===== src/rtl/spi_slave.sv =====
// Mode-0 (CPOL=0, CPHA=0) MSB-first SPI target. SCK, CS and MOSI are oversampled
// on spi_clk, so SCK never clocks any logic directly.
module spi_slave #(
   parameter int DATA_WIDTH = 8
) (
   input  logic                  spi_clk,
   input  logic                  reset,
   input  logic                  spi_scl,
   input  logic                  spi_cs,
   input  logic                  mosi,
   output logic                  miso,
   input  logic [DATA_WIDTH-1:0] tx_data,
   input  logic                  tx_load,
   output logic [DATA_WIDTH-1:0] rx_data,
   output logic                  rx_valid,
   output logic                  busy,
   output logic                  frame_err
);

   localparam int CW = $clog2(DATA_WIDTH + 1);

   typedef enum logic {IDLE, ACTIVE} state_t;

   state_t                state_q, state_d;
   logic [2:0]            scl_sync_q, scl_sync_d;
   logic [2:0]            cs_sync_q, cs_sync_d;
   logic [1:0]            mosi_sync_q, mosi_sync_d;
   logic [DATA_WIDTH-1:0] tx_buf_q, tx_buf_d;
   logic [DATA_WIDTH-1:0] tx_shift_q, tx_shift_d;
   logic [DATA_WIDTH-1:0] rx_shift_q, rx_shift_d;
   logic [DATA_WIDTH-1:0] rx_data_q, rx_data_d;
   logic [CW-1:0]         bit_cnt_q, bit_cnt_d;
   logic                  rx_valid_q, rx_valid_d;
   logic                  busy_q, busy_d;
   logic                  frame_err_q, frame_err_d;

   logic sck_rise, sck_fall, cs_rise, cs_fall;

   // Stage [1] is the synchronised value; stage [2] is the previous one for edge detection.
   assign sck_rise = scl_sync_q[1] & ~scl_sync_q[2];
   assign sck_fall = ~scl_sync_q[1] & scl_sync_q[2];
   assign cs_rise  = cs_sync_q[1] & ~cs_sync_q[2];
   assign cs_fall  = ~cs_sync_q[1] & cs_sync_q[2];

   always_comb begin
      scl_sync_d  = {scl_sync_q[1:0], spi_scl};
      cs_sync_d   = {cs_sync_q[1:0], spi_cs};
      mosi_sync_d = {mosi_sync_q[0], mosi};
      tx_buf_d    = tx_load ? tx_data : tx_buf_q;
      state_d     = state_q;
      tx_shift_d  = tx_shift_q;
      rx_shift_d  = rx_shift_q;
      rx_data_d   = rx_data_q;
      bit_cnt_d   = bit_cnt_q;
      busy_d      = busy_q;
      rx_valid_d  = 1'b0;
      frame_err_d = 1'b0;

      // Reloads read tx_buf_d so a tx_load in the same cycle is picked up.
      case (state_q)
         IDLE: begin
            if (cs_fall) begin
               tx_shift_d = tx_buf_d;
               bit_cnt_d  = '0;
               busy_d     = 1'b1;
               state_d    = ACTIVE;
            end
         end
         ACTIVE: begin
            if (cs_rise) begin
               frame_err_d = (bit_cnt_q != '0);
               bit_cnt_d   = '0;
               busy_d      = 1'b0;
               state_d     = IDLE;
            end else if (bit_cnt_q == CW'(DATA_WIDTH)) begin
               rx_data_d  = rx_shift_q;
               rx_valid_d = 1'b1;
               bit_cnt_d  = '0;
               tx_shift_d = tx_buf_d;
            end else if (sck_rise) begin
               rx_shift_d = {rx_shift_q[DATA_WIDTH-2:0], mosi_sync_q[1]};
               bit_cnt_d  = bit_cnt_q + CW'(1);
            end else if (sck_fall && bit_cnt_q != '0) begin
               tx_shift_d = tx_shift_q << 1;
            end
         end
         default: state_d = IDLE;
      endcase
   end

   always_ff @(posedge spi_clk or negedge reset) begin
      if (!reset) begin
         state_q     <= IDLE;
         scl_sync_q  <= 3'b000;
         cs_sync_q   <= 3'b111;
         mosi_sync_q <= 2'b00;
         tx_buf_q    <= '0;
         tx_shift_q  <= '0;
         rx_shift_q  <= '0;
         rx_data_q   <= '0;
         bit_cnt_q   <= '0;
         rx_valid_q  <= 1'b0;
         busy_q      <= 1'b0;
         frame_err_q <= 1'b0;
      end else begin
         state_q     <= state_d;
         scl_sync_q  <= scl_sync_d;
         cs_sync_q   <= cs_sync_d;
         mosi_sync_q <= mosi_sync_d;
         tx_buf_q    <= tx_buf_d;
         tx_shift_q  <= tx_shift_d;
         rx_shift_q  <= rx_shift_d;
         rx_data_q   <= rx_data_d;
         bit_cnt_q   <= bit_cnt_d;
         rx_valid_q  <= rx_valid_d;
         busy_q      <= busy_d;
         frame_err_q <= frame_err_d;
      end
   end

   assign miso      = (state_q == ACTIVE) & tx_shift_q[DATA_WIDTH-1];
   assign rx_data   = rx_data_q;
   assign rx_valid  = rx_valid_q;
   assign busy      = busy_q;
   assign frame_err = frame_err_q;

endmodule


===== config.mk =====
export PLATFORM = sky130hd
export DESIGN_NAME = spi_slave
export DESIGN_NICKNAME = d
export VERILOG_FILES = /design/src/rtl/spi_slave.sv
export SDC_FILE = /design/constraint.sdc
export NUM_CORES = 1
export LEC_CHECK = 0
export BUFFER_PORTS_ARGS = -buffer_cell sky130_fd_sc_hd__clkbuf_2
export CAP_MARGIN = 20
export CORE_MARGIN = 2
export CORE_UTILIZATION = 56
export CTS_BUF_LIST = sky130_fd_sc_hd__clkbuf_16
export DETAILED_ROUTE_END_ITERATION = 10
export PLACE_DENSITY = 0.86
export SLEW_MARGIN = 40
export SYNTH_ARGS = -nofsm -noshare
export SYNTH_HDL_FRONTEND = slang
export SYNTH_SLANG_ARGS = --single-unit

===== constraint.sdc =====
create_clock -name spi_clk -period 1.81 [get_ports spi_clk]
set_input_delay 0.362 -clock spi_clk [delete_from_list [all_inputs] [get_ports spi_clk]]
set_output_delay 0.362 -clock spi_clk [all_outputs]
set_load 0.02 [all_outputs]

==> results by group, run 1 <==
Outcome
  • Status: finished, final reports clean

Clocking
  • H-Tree Depth: 2
  • PostCTS Resize Cnt: 0
  • Worst-Skew Late Latency: between 0.2 and 0.3 ns
  • Total CTS buffers: 5
  • Maximum clock path buffer count: 2
  • Setup Buffers After CTS: 0
  • Clk slew on worst S/H paths: 0.06 ns
  • CTS Sinks: 48
  • # hold bufs at CTS: 0
  • Root buf cell: clkbuf_16
  • CTS tree: yes

Worst setup path
  • Worst Path Arrival: 1.85 ns
  • R2R Setup Slk: 0.13 ns
  • Reg2reg path depth: 4
  • CP max stage delay: roughly 0.55 ns
  • Max FO, Critical Path: 9
  • Setup crit end: rx_data[1]$_DFFE_PN0P_
  • Setup crit start: cs_sync_q[1]$_DFF_PN1_
  • R2r startpoint: cs_sync_q[1]$_DFF_PN1_
  • CP cell instances: or2b_4 > and2_2 > nand3_4 > mux2_2
  • Slowest cell on the critical path: dfstp_2
  • Setup crit end kind: flip-flop
  • Critical Path Start Type: flip-flop
  • Reg2Reg Capture Point: rx_data[1]$_DFFE_PN0P_
  • CP required: between 1.5 and 2 ns
  • WS Path Type: reg -> reg

Yosys
  • Post-Synth XOR/XNOR Area: 0%
  • Compound-cell area share of the yosys netlist: a little over a tenth
  • Top post-synthesis cells by area: dfrtp_1 57%, mux2_2 9.1%, mux2_4 6.0%, dfstp_2 4.0%, a2bb2oi_1 3.1%
  • Async SR Flop Fraction: 100%
  • Largest family of logic cells by synthesized area: multiplexers
  • Register area share after synthesis: between 60 and 70%
  • Multiplexer share of the synthesized area: between 10% and 20%
  • Synthesized instance count: 134
  • Simple-Gate Fraction of Synth Area: ~8.2%
  • Post-Syn Area: between 1500 and 2000 sq um
  • Net Count, Synth: 150
  • FF+latch count, synth: between 40 and 50
  • Yosys warns: 0
  • Synth cell types: 32
  • Adder-Cell Fraction of Synth Area: between 1.5 and 2%
  • EDFF count, synth: 0
  • Synth top area share: between 50% and 60%
  • Predominant post-synthesis flop cell: dfrtp_1
  • Mean Syn Cell Area: 14.8 sq um
  • Cell taking the most area after synthesis: dfrtp_1

Floorplanning
  • I/O pin cnt: 26
  • Chip Height: about 64 microns
  • Die area: 4040 sq um
  • Starting Density: between 50% and 60%
  • FP Rows: 21
  • Die X: between 60 and 70 microns
  • Core outline area: 3360 sq um

Power and ir drop
  • Psw: around 660 uW
  • Peak supply drop: ~0.00085 V
  • Pwr Density: around 1200 nW/um^2
  • Sequential power share: a little under 50%
  • Combinational share of power: about 15%
  • Int Pwr: approximately 2100 uW
  • Clock group share of total power: 36.5%
  • Pleak: approximately 0.0011 uW
  • Sw frac: 23.7%

Timing
  • Final hold vios: 0
  • Setup TNS Final: 0 ns
  • Fin. max-slew vios: 0
  • Period utilization: 92.8%
  • Slew @ Worst Pin: 0.535 ns
  • Final setup viols: 0
  • Final min period: 1.68 ns
  • Clock skew: around 0.0067 ns
  • Max_slew headroom: between 60% and 70%
  • Unrepaired setup endpoints after global routing: no
  • F_max: between 0.5 and 0.6 GHz

Final layout
  • Area grow syn2layout: 17.4%
  • Share of post-route cells with drive strength above 1: between 40% and 50%
  • Design area: 2330 sq um
  • N_diodes: 0
  • Post-route insts no fill: 212
  • Most frequent cells in the layout: 45 x dfrtp_1, 25 x clkbuf_2, 16 x mux2_2, 9 x inv_1
  • Fin nets: ~180
  • Commonest non-fill, non-tap cell in the layout: dfrtp_1
  • Final core occ: between 60% and 70%

Global route
  • Largest net degree at the start of global routing: 29
  • Gr usage total: between 10% and 20%
  • Vias in the first global route: 1283
  • Initial antenna violation count: 0
  • Total gr overflow: 0
  • Global-route wire length before repair: about 5800 microns

Job
  • MaxCap Viol Count: 0

Routing
  • Total Wirelength: between 3000 and 4000 microns
  • Vias per cell: between 5 and 6
  • Wire length on met2: ~1600 microns
  • DRC viols: 0
  • DRT antenna net count: 0
  • Initial DRT Pass Iterations: 4
  • WL per Instance: about 15 microns
  • Top layer in use: met4
  • WL met3: 183 microns
  • Vias: between 1000 and 1500
  • Initial DRC Count: 31
  • Wl on met1: approximately 1400 microns

Place
  • Port-buffer cells: 25
  • HPWL after detailed placement: between 2000 and 2500 microns
  • RePlAce Congestion: ~0.8
  • Placed cell count: 204
  • DP Area: roughly 2200 sq um

Hold path
  • Hold/Removal Path Class: in -> async
synth_stat cells (2+ instances only):
| master | number |
|---|---|
| inv_1 | 8 |
| a2bb2oi_1 | 7 |
| a21oi_4 | 2 |
| dfstp_2 | 3 |
| mux2_2 | 16 |
| a21oi_1 | 4 |
| and2b_4 | 2 |
| ha_1 | 2 |
| o21ai_0 | 3 |
| nand3_1 | 3 |
| dfrtp_1 | 45 |
| nand2_1 | 4 |
| mux2_4 | 8 |
| mux2i_1 | 2 |
| o22ai_1 | 8 |
kinds of logic after synthesis:
logic type	Yosys count
DFF	48
AOI/OAI and AO/OA	27
muxes	26
and+or+nand+nor	20
buffers and inverters	10
adders and majority gates	3
power by group through the flow:
stage	combinational, uW	clock, uW	sequential (uW)
6_report	414	1010	1340
5_1_grt	454	1090	1360
4_1_cts	419	1030	1340
3_5_place_dp	418	0	1360
3_3_place_gp	392	0	1340
2_1_floorplan	323	0	1320
metrics by stage:
step	total power (uW)	hold WS (ns)	setup slack, ns
2_1_floorplan	1650	0.0664	0.224
3_3_place_gp	1730	0.333	0.186
3_5_place_dp	1770	0.337	0.131
4_1_cts	2790	0.0600	0.123
5_1_grt	2900	0.0755	0.0618
6_report	2760	0.0454	0.129
critical path: cells and delay by family (launching register included):
kind,cells,cell delay (ns)
simple gates,3,0.67
flops,1,0.55
mux,1,0.35
flip-flops by register name, indices dropped and copies added, names as in the netlist:
register	flops
bit_cnt_q	4
busy	1
cs_sync_q	3
frame_err	1
mosi_sync_q	2
rx_data	8
rx_shift_q	8
rx_valid	1
scl_sync_q	3
state_q	1
tx_buf_q	8
tx_shift_q	8
metal layers:
metal	global-route usage, %	vias up
li1	-	547
met1	22.5	595
met2	30.5	33
met3	6.61	7
met4	8.97	0
met5	0	-
worst min-delay path by stage:
stage | startpoint | to | slack, ns | cells after the start
floorplan | reset | bit_cnt_q[0]$_DFFE_PN0P_ | 0.07 | 0
global placement | mosi_sync_q[0]$_DFF_PN0_ | mosi_sync_q[1]$_DFF_PN0_ | 0.33 | 0
detailed placement | mosi_sync_q[0]$_DFF_PN0_ | mosi_sync_q[1]$_DFF_PN0_ | 0.34 | 0
CTS | reset | bit_cnt_q[0]$_DFFE_PN0P_ | 0.06 | 1
global route | reset | bit_cnt_q[0]$_DFFE_PN0P_ | 0.08 | 1
finish | reset | bit_cnt_q[0]$_DFFE_PN0P_ | 0.05 | 1
cell type report:
type | count | area, sq um
clock buffers | 5 | 125
clock inverters | 3 | 38.8
fillers | 236 | 1030
inverters | 8 | 30.0
multi-input cells | 76 | 733
flip-flops and latches | 48 | 1200
well taps | 46 | 57.6
repair buffers | 26 | 145
Note: power is estimated with default switching activity, not from simulation.
==> run 2: changes to the inputs <==
Settings changed: MAX_ROUTING_LAYER set to met4.
==> results by group, run 2 (synthesized netlist as in run 1, its figures left out) <==
Power and ir drop
  • Pleak: 0.00112 uW (unchanged)
  • Pwr Density: 1180 nW/um^2 (about the same)
  • Peak supply drop: 0.000846 V (was 0.000847 V)

Routing
  • Initial DRT Pass Iterations: 4 (unchanged)
  • Vias per cell: 5.51 (was 5.58)
  • Initial DRC Count: 47 (was 31)
  • DRT antenna net count: 0 (unchanged)
  • WL per Instance: 15.3 microns (was 15.4 microns)
  • DRC viols: 0 (unchanged)
  • Vias: 1169 (was 1182)
  • Total Wirelength: 3240 microns (was 3260 microns)

Global route
  • Initial antenna violation count: 0 (unchanged)
  • Gr usage total: 19.3% (was 18.9%)
  • Met1 Usage GRT: 22.1% (was 22.5%)
  • Met2 global-route usage: 30.7% (was 30.5%)
  • Total gr overflow: 0 (unchanged)
  • Vias in the first global route: 1284 (was 1283)
  • Global-route wire length before repair: 5750 microns (was 5770 microns)
  • Grt peak-use layer: met2 (unchanged)
  • Met3 Resource Use GR: 6.61% (unchanged)
  • Largest net degree at the start of global routing: 29 (unchanged)

Place
  • HPWL after detailed placement: 2360 microns (unchanged)
  • RePlAce Congestion: 0.819 (was 0.807)
  • Dpl ws: 0.131 ns (unchanged)
  • Port-buffer cells: 25 (unchanged)

Job
  • MaxCap Viol Count: 0 (unchanged)

Worst setup path
  • Critical Path Start Type: flip-flop (unchanged)
  • Setup crit end kind: flip-flop (unchanged)
  • WS Path Type: reg -> reg (unchanged)
  • CP required: 1.98 ns (about the same)
  • Worst Path Arrival: 1.85 ns (about the same)
  • Max FO, Critical Path: 9 (unchanged)

Timing
  • Fin. max-slew vios: 0 (unchanged)
  • Max_slew headroom: 64.4% (was 64.3%)
  • Final min period: 1.68 ns (about the same)
  • Setup WS post-layout: 0.131 ns (was 0.129 ns)
  • Final setup viols: 0 (unchanged)
  • Period utilization: 92.8% (about the same)
  • Final hold vios: 0 (unchanged)
  • Slew @ Worst Pin: 0.534 ns (was 0.535 ns)
  • Clock skew: 0.00535 ns (was 0.00669 ns)
  • F_max: 0.595 GHz (about the same)
  • Unrepaired setup endpoints after global routing: no (unchanged)
  • Setup TNS Final: 0 ns (unchanged)

Clocking
  • PostCTS Resize Cnt: 0 (unchanged)
  • CTS tree: yes (unchanged)
  • Maximum clock path buffer count: 2 (unchanged)
  • H-Tree Depth: 2 (unchanged)
  • CTS Sinks: 48 (unchanged)
  • # hold bufs at CTS: 0 (unchanged)
  • Clk slew on worst S/H paths: 0.06 ns (about the same)
  • Worst-Skew Late Latency: 0.28 ns (was 0.29 ns)
  • Setup Buffers After CTS: 0 (unchanged)
  • Root buf cell: clkbuf_16 (unchanged)
  • Total CTS buffers: 5 (unchanged)

Final layout
  • N_diodes: 0 (unchanged)
  • # fillers: 236 (unchanged)
  • Area grow syn2layout: 17.4% (unchanged)
  • Most frequent cells in the layout: 45 x dfrtp_1, 25 x clkbuf_2, 16 x mux2_2, 9 x inv_1 (unchanged)
  • Commonest non-fill, non-tap cell in the layout: dfrtp_1 (unchanged)
  • Share of post-route cells with drive strength above 1: 43.4% (unchanged)
  • Fin nets: 181 (unchanged)

Floorplanning
  • Core outline area: 3360 sq um (unchanged)
  • FP Rows: 21 (unchanged)
  • Chip Height: 63.6 microns (unchanged)
  • I/O pin cnt: 26 (unchanged)
  • Die area: 4040 sq um (unchanged)
  • Starting Density: 59.1% (unchanged)
  • Die X: 63.6 microns (unchanged)

Hold path
  • Hold/Removal Path Class: in -> async (unchanged)

Outcome
  • Status: finished, final reports clean (unchanged)
run 2: worst paths after layout:
| path | startpoint | endpoint | slack [ns] | cells after the start |
|---|---|---|---|---|
| worst max-delay path | cs_sync_q[1]$_DFF_PN1_ | rx_data[1]$_DFFE_PN0P_ | 0.13 | 4 |
| max in group asynchronous | reset | cs_sync_q[2]$_DFF_PN1_ | 1.16 | 2 |
| worst min register to register | mosi_sync_q[0]$_DFF_PN0_ | mosi_sync_q[1]$_DFF_PN0_ | 0.35 | 0 |
| worst max register to register | cs_sync_q[1]$_DFF_PN1_ | rx_data[1]$_DFFE_PN0P_ | 0.13 | 4 |
| worst min-delay path | reset | bit_cnt_q[0]$_DFFE_PN0P_ | 0.04 | 1 |
| min in group spi_clk | spi_cs | cs_sync_q[0]$_DFF_PN1_ | 0.16 | 1 |
run 2: report_power, final:
group / total (uW) / switching (uW) / internal (uW)
clock: 1000 / 360 / 643
combinational: 414 / 182 / 232
sequential: 1340 / 108 / 1230
total: 2760 / 650 / 2110
run 2: critical path: stages (launching register included):
cell and delay [ns]:
dfstp_2 0.55, or2b_4 0.28, and2_2 0.23, nand3_4 0.16, mux2_2 0.35
run 2: area by class of cell:
| class | instances | area, sq um | area share, % |
|---|---|---|---|
| Multi-Input combinational cell | 76 | 733 | 31.4 |
| Sequential cell | 48 | 1200 | 51.6 |
| Clock inverter | 3 | 38.8 | 1.66 |
| Timing Repair Buffer | 26 | 145 | 6.22 |
| Inverter | 8 | 30.0 | 1.29 |
| Clock buffer | 5 | 125 | 5.36 |
| Tap cell | 46 | 57.6 | 2.47 |
run 2: stage by stage:
stage          power (uW)  area (sq um)  hold slack [ns]  util [%]  cells
3_3_place_gp         1730          2170            0.333      64.5    204
2_1_floorplan        1650          1990           0.0664         -    134
6_report             2760          2330           0.0447      69.4    212
5_1_grt              2890          2330           0.0782      69.4    212
3_5_place_dp         1770          2170            0.337      64.5    204
4_1_cts              2790          2330           0.0600      69.4    212
run 2: metal layers:
metal | vias up | routed length, microns
met5 | - | 0
met3 | 7 | 187
met2 | 32 | 1600
met1 | 585 | 1400
li1 | 545 | -
met4 | 0 | 57
==> run 3: changes to the inputs <==
Settings changed: ABC_AREA set to 1, ABC_CLOCK_PERIOD_IN_PS set to 1810, CORE_UTILIZATION 56 to 57.
==> results by group, run 3 <==
Yosys
  • Synthesized instance count: 272 (was 134)
  • Post-Syn Area: 2160 sq um (was 1990 sq um)
  • Synth top area share: 52.2% (was 56.6%)
  • Top cells by count, synth: 125 x nand2_1, 45 x dfrtp_1, 45 x inv_1 (was 45 x dfrtp_1, 16 x mux2_2, 8 x inv_1, 8 x mux2_4, 8 x o22ai_1)
  • Synth cell types: 23 (was 32)
  • Mean Syn Cell Area: 7.93 sq um (was 14.8 sq um)
  • FF+latch count, synth: 48 (unchanged)
  • Count leader, synth: nand2_1 (was dfrtp_1)
  • Async SR Flop Fraction: 100% (unchanged)
  • Yosys warns: 0 (unchanged)
  • EDFF count, synth: 0 (unchanged)
  • Net Count, Synth: 288 (was 150)
  • Register area share after synthesis: 55.9% (was 60.6%)
  • Predominant post-synthesis flop cell: dfrtp_1 (unchanged)
  • Top post-synthesis cells by area: dfrtp_1 52%, nand2_1 22%, inv_1 7.8%, dfstp_2 3.7%, nand3_1 2.6% (was dfrtp_1 57%, mux2_2 9.1%, mux2_4 6.0%, dfstp_2 4.0%, a2bb2oi_1 3.1%)
  • Cell taking the most area after synthesis: dfrtp_1 (unchanged)

Routing
  • Vias per cell: 4.74 (was 5.51)
  • DRC viols: 0 (unchanged)
  • Vias: 1672 (was 1169)
  • Total Wirelength: 3640 microns (was 3240 microns)
  • Initial DRC Count: 78 (was 47)
  • Initial DRT Pass Iterations: 4 (unchanged)
  • DRT antenna net count: 0 (unchanged)
  • WL per Instance: 10.3 microns (was 15.3 microns)

Final layout
  • Commonest non-fill, non-tap cell in the layout: nand2_1 (was dfrtp_1)
  • Post-route insts no fill: 353 (was 212)
  • Area grow syn2layout: 15.4% (was 17.4%)
  • Final core occ: 68.0% (was 69.4%)
  • Share of post-route cells with drive strength above 1: 15.4% (was 43.4%)
  • Most frequent cells in the layout: 125 x nand2_1, 47 x inv_1, 45 x dfrtp_1, 25 x clkbuf_2, 11 x nand3_1 (was 45 x dfrtp_1, 25 x clkbuf_2, 16 x mux2_2, 9 x inv_1)
  • Design area: 2490 sq um (was 2330 sq um)
  • N_diodes: 0 (unchanged)
  • Fin nets: 320 (was 181)

Floorplanning
  • I/O pin cnt: 26 (unchanged)
  • Core outline area: 3660 sq um (was 3360 sq um)
  • Die X: 65.5 microns (was 63.6 microns)
  • Die area: 4290 sq um (was 4040 sq um)
  • Starting Density: 58.9% (was 59.1%)
  • Chip Height: 65.5 microns (was 63.6 microns)
  • FP Rows: 22 (was 21)

Timing
  • Max_slew headroom: 62.1% (was 64.4%)
  • F_max: 0.623 GHz (was 0.595 GHz)
  • Slew @ Worst Pin: 0.569 ns (was 0.534 ns)
  • Final hold vios: 0 (unchanged)
  • Unrepaired setup endpoints after global routing: no (unchanged)
  • Final min period: 1.61 ns (was 1.68 ns)
  • Fin. max-slew vios: 0 (unchanged)
  • Setup TNS Final: 0 ns (unchanged)
  • Period utilization: 88.7% (was 92.8%)
  • Clock skew: 0.00303 ns (was 0.00535 ns)
  • Final setup viols: 0 (unchanged)

Clocking
  • # hold bufs at CTS: 0 (unchanged)
  • Worst-Skew Late Latency: 0.28 ns (about the same)
  • Total CTS buffers: 5 (unchanged)
  • Clk slew on worst S/H paths: 0.06 ns (about the same)
  • CTS tree: yes (unchanged)
  • PostCTS Resize Cnt: 0 (unchanged)
  • Root buf cell: clkbuf_16 (unchanged)
  • Setup Buffers After CTS: 0 (unchanged)
  • H-Tree Depth: 2 (unchanged)
  • CTS Sinks: 48 (unchanged)
  • Maximum clock path buffer count: 2 (unchanged)

Worst setup path
  • Worst Path Arrival: 1.83 ns (was 1.85 ns)
  • Slowest cell on the critical path: dfrtp_1 (was dfstp_2)
  • Crit path top cell by count: nand2_1
  • Max FO, Critical Path: 11 (was 9)
  • Delay-heaviest family, CP: simple AND/OR/NAND/NOR gates (unchanged)
  • CP required: 2.03 ns (was 1.98 ns)
  • WS Path Type: reg -> reg (unchanged)
  • Critical Path Start Type: flip-flop (unchanged)
  • Buf/Inv on CP: 2 (was 0)
  • Setup crit end kind: flip-flop (unchanged)
  • CP cell instances: inv_1 > ha_1 > nand3_4 > buf_4 > nor2_4 > nand2_1 > nand2_1 (was or2b_4 > and2_2 > nand3_4 > mux2_2)
  • R2R Setup Slk: 0.20 ns (was 0.13 ns)
  • CP max stage delay: 0.41 ns (was 0.55 ns)

Power and ir drop
  • Pwr Density: 1110 nW/um^2 (was 1180 nW/um^2)
  • Peak supply drop: 0.000795 V (was 0.000846 V)
  • Design Power: 2750 uW (was 2760 uW)
  • Pleak: 0.00152 uW (was 0.00112 uW)

Job
  • MaxCap Viol Count: 0 (unchanged)

Global route
  • Global-route wire length before repair: 6350 microns (was 5750 microns)
  • Largest net degree at the start of global routing: 49 (was 29)
  • Vias in the first global route: 1500 (was 1284)
  • Initial antenna violation count: 0 (unchanged)
  • Total gr overflow: 0 (unchanged)
  • Gr usage total: 20.2% (was 19.3%)

Place
  • DP Area: 2350 sq um (was 2170 sq um)
  • RePlAce Congestion: 0.843 (was 0.819)
  • HPWL after detailed placement: 2550 microns (was 2360 microns)
  • Placed cell count: 345 (was 204)
  • Port-buffer cells: 25 (unchanged)

Outcome
  • Status: finished, final reports clean (unchanged)

Hold path
  • Hold/Removal Path Class: in -> async (unchanged)
-- run 3: cell types whose count changed in the layout (fill, tap and decap cells not counted), moves of 7 or more --
cell,previous run,this run
nand2_1,4,125
mux2_4,8,0
mux2_2,16,0
nand3_1,3,11
o22ai_1,8,0
nor2_1,0,9
a2bb2oi_1,7,0
inv_1,9,47
-- run 3: cells by family (layout without fill, tap and decap cells) --
group           Yosys count  count (layout)  synth area share (%)
compound gates           14              14                  3.65
buf+inv                  56              89                  10.3
xor+xnor                  1               1                 0.406
flops                    48              48                  55.9
simple gates            151             151                  28.6
fa+ha+maj                 2               2                  1.16
-- run 3: power breakdown --
part	internal, uW	leakage, uW	switching (uW)
sequential	1260	0.000603	118
combinational	196	0.000839	332
clock	496	0.0000738	350
total	1950	0.00152	801
-- run 3: final timing paths --
path	end	startpoint	cells after the start
worst min-delay path	scl_sync_q[0]$_DFF_PN0_	reset	2
max in group asynchronous	tx_shift_q[0]$_DFFE_PN0P_	reset	2
min in group spi_clk	cs_sync_q[0]$_DFF_PN1_	spi_cs	1
worst max register to register	rx_data[7]$_DFFE_PN0P_	bit_cnt_q[0]$_DFFE_PN0P_	7
worst min register to register	mosi_sync_q[1]$_DFF_PN0_	mosi_sync_q[0]$_DFF_PN0_	0
worst max-delay path	rx_data[7]$_DFFE_PN0P_	bit_cnt_q[0]$_DFFE_PN0P_	7
-- run 3: metal layers --
layer | global-route usage [%] | vias to the layer above | share of wire, %
met5 | - | - | 0
met4 | 6.77 | 0 | 1.5
met3 | 5.99 | 5 | 5.2
met2 | 32.0 | 39 | 47
met1 | 25.1 | 766 | 46
li1 | - | 862 | -
-- run 3: layout make-up --
type | instances | area (sq um)
clock buffers | 5 | 125
clock inverters | 3 | 11.3
fillers | 292 | 1170
inverters | 50 | 188
multi-input cells | 168 | 729
flip-flops and latches | 48 | 1200
well taps | 48 | 60.1
repair buffers | 31 | 170
-- run 3: through the flow --
stage | hold WS (ns) | setup WS (ns)
5_1_grt | 0.144 | 0.0743
3_5_place_dp | 0.339 | 0.219
6_report | 0.153 | 0.205
4_1_cts | 0.150 | 0.200
2_1_floorplan | 0.0664 | 0.413
3_3_place_gp | 0.332 | 0.310
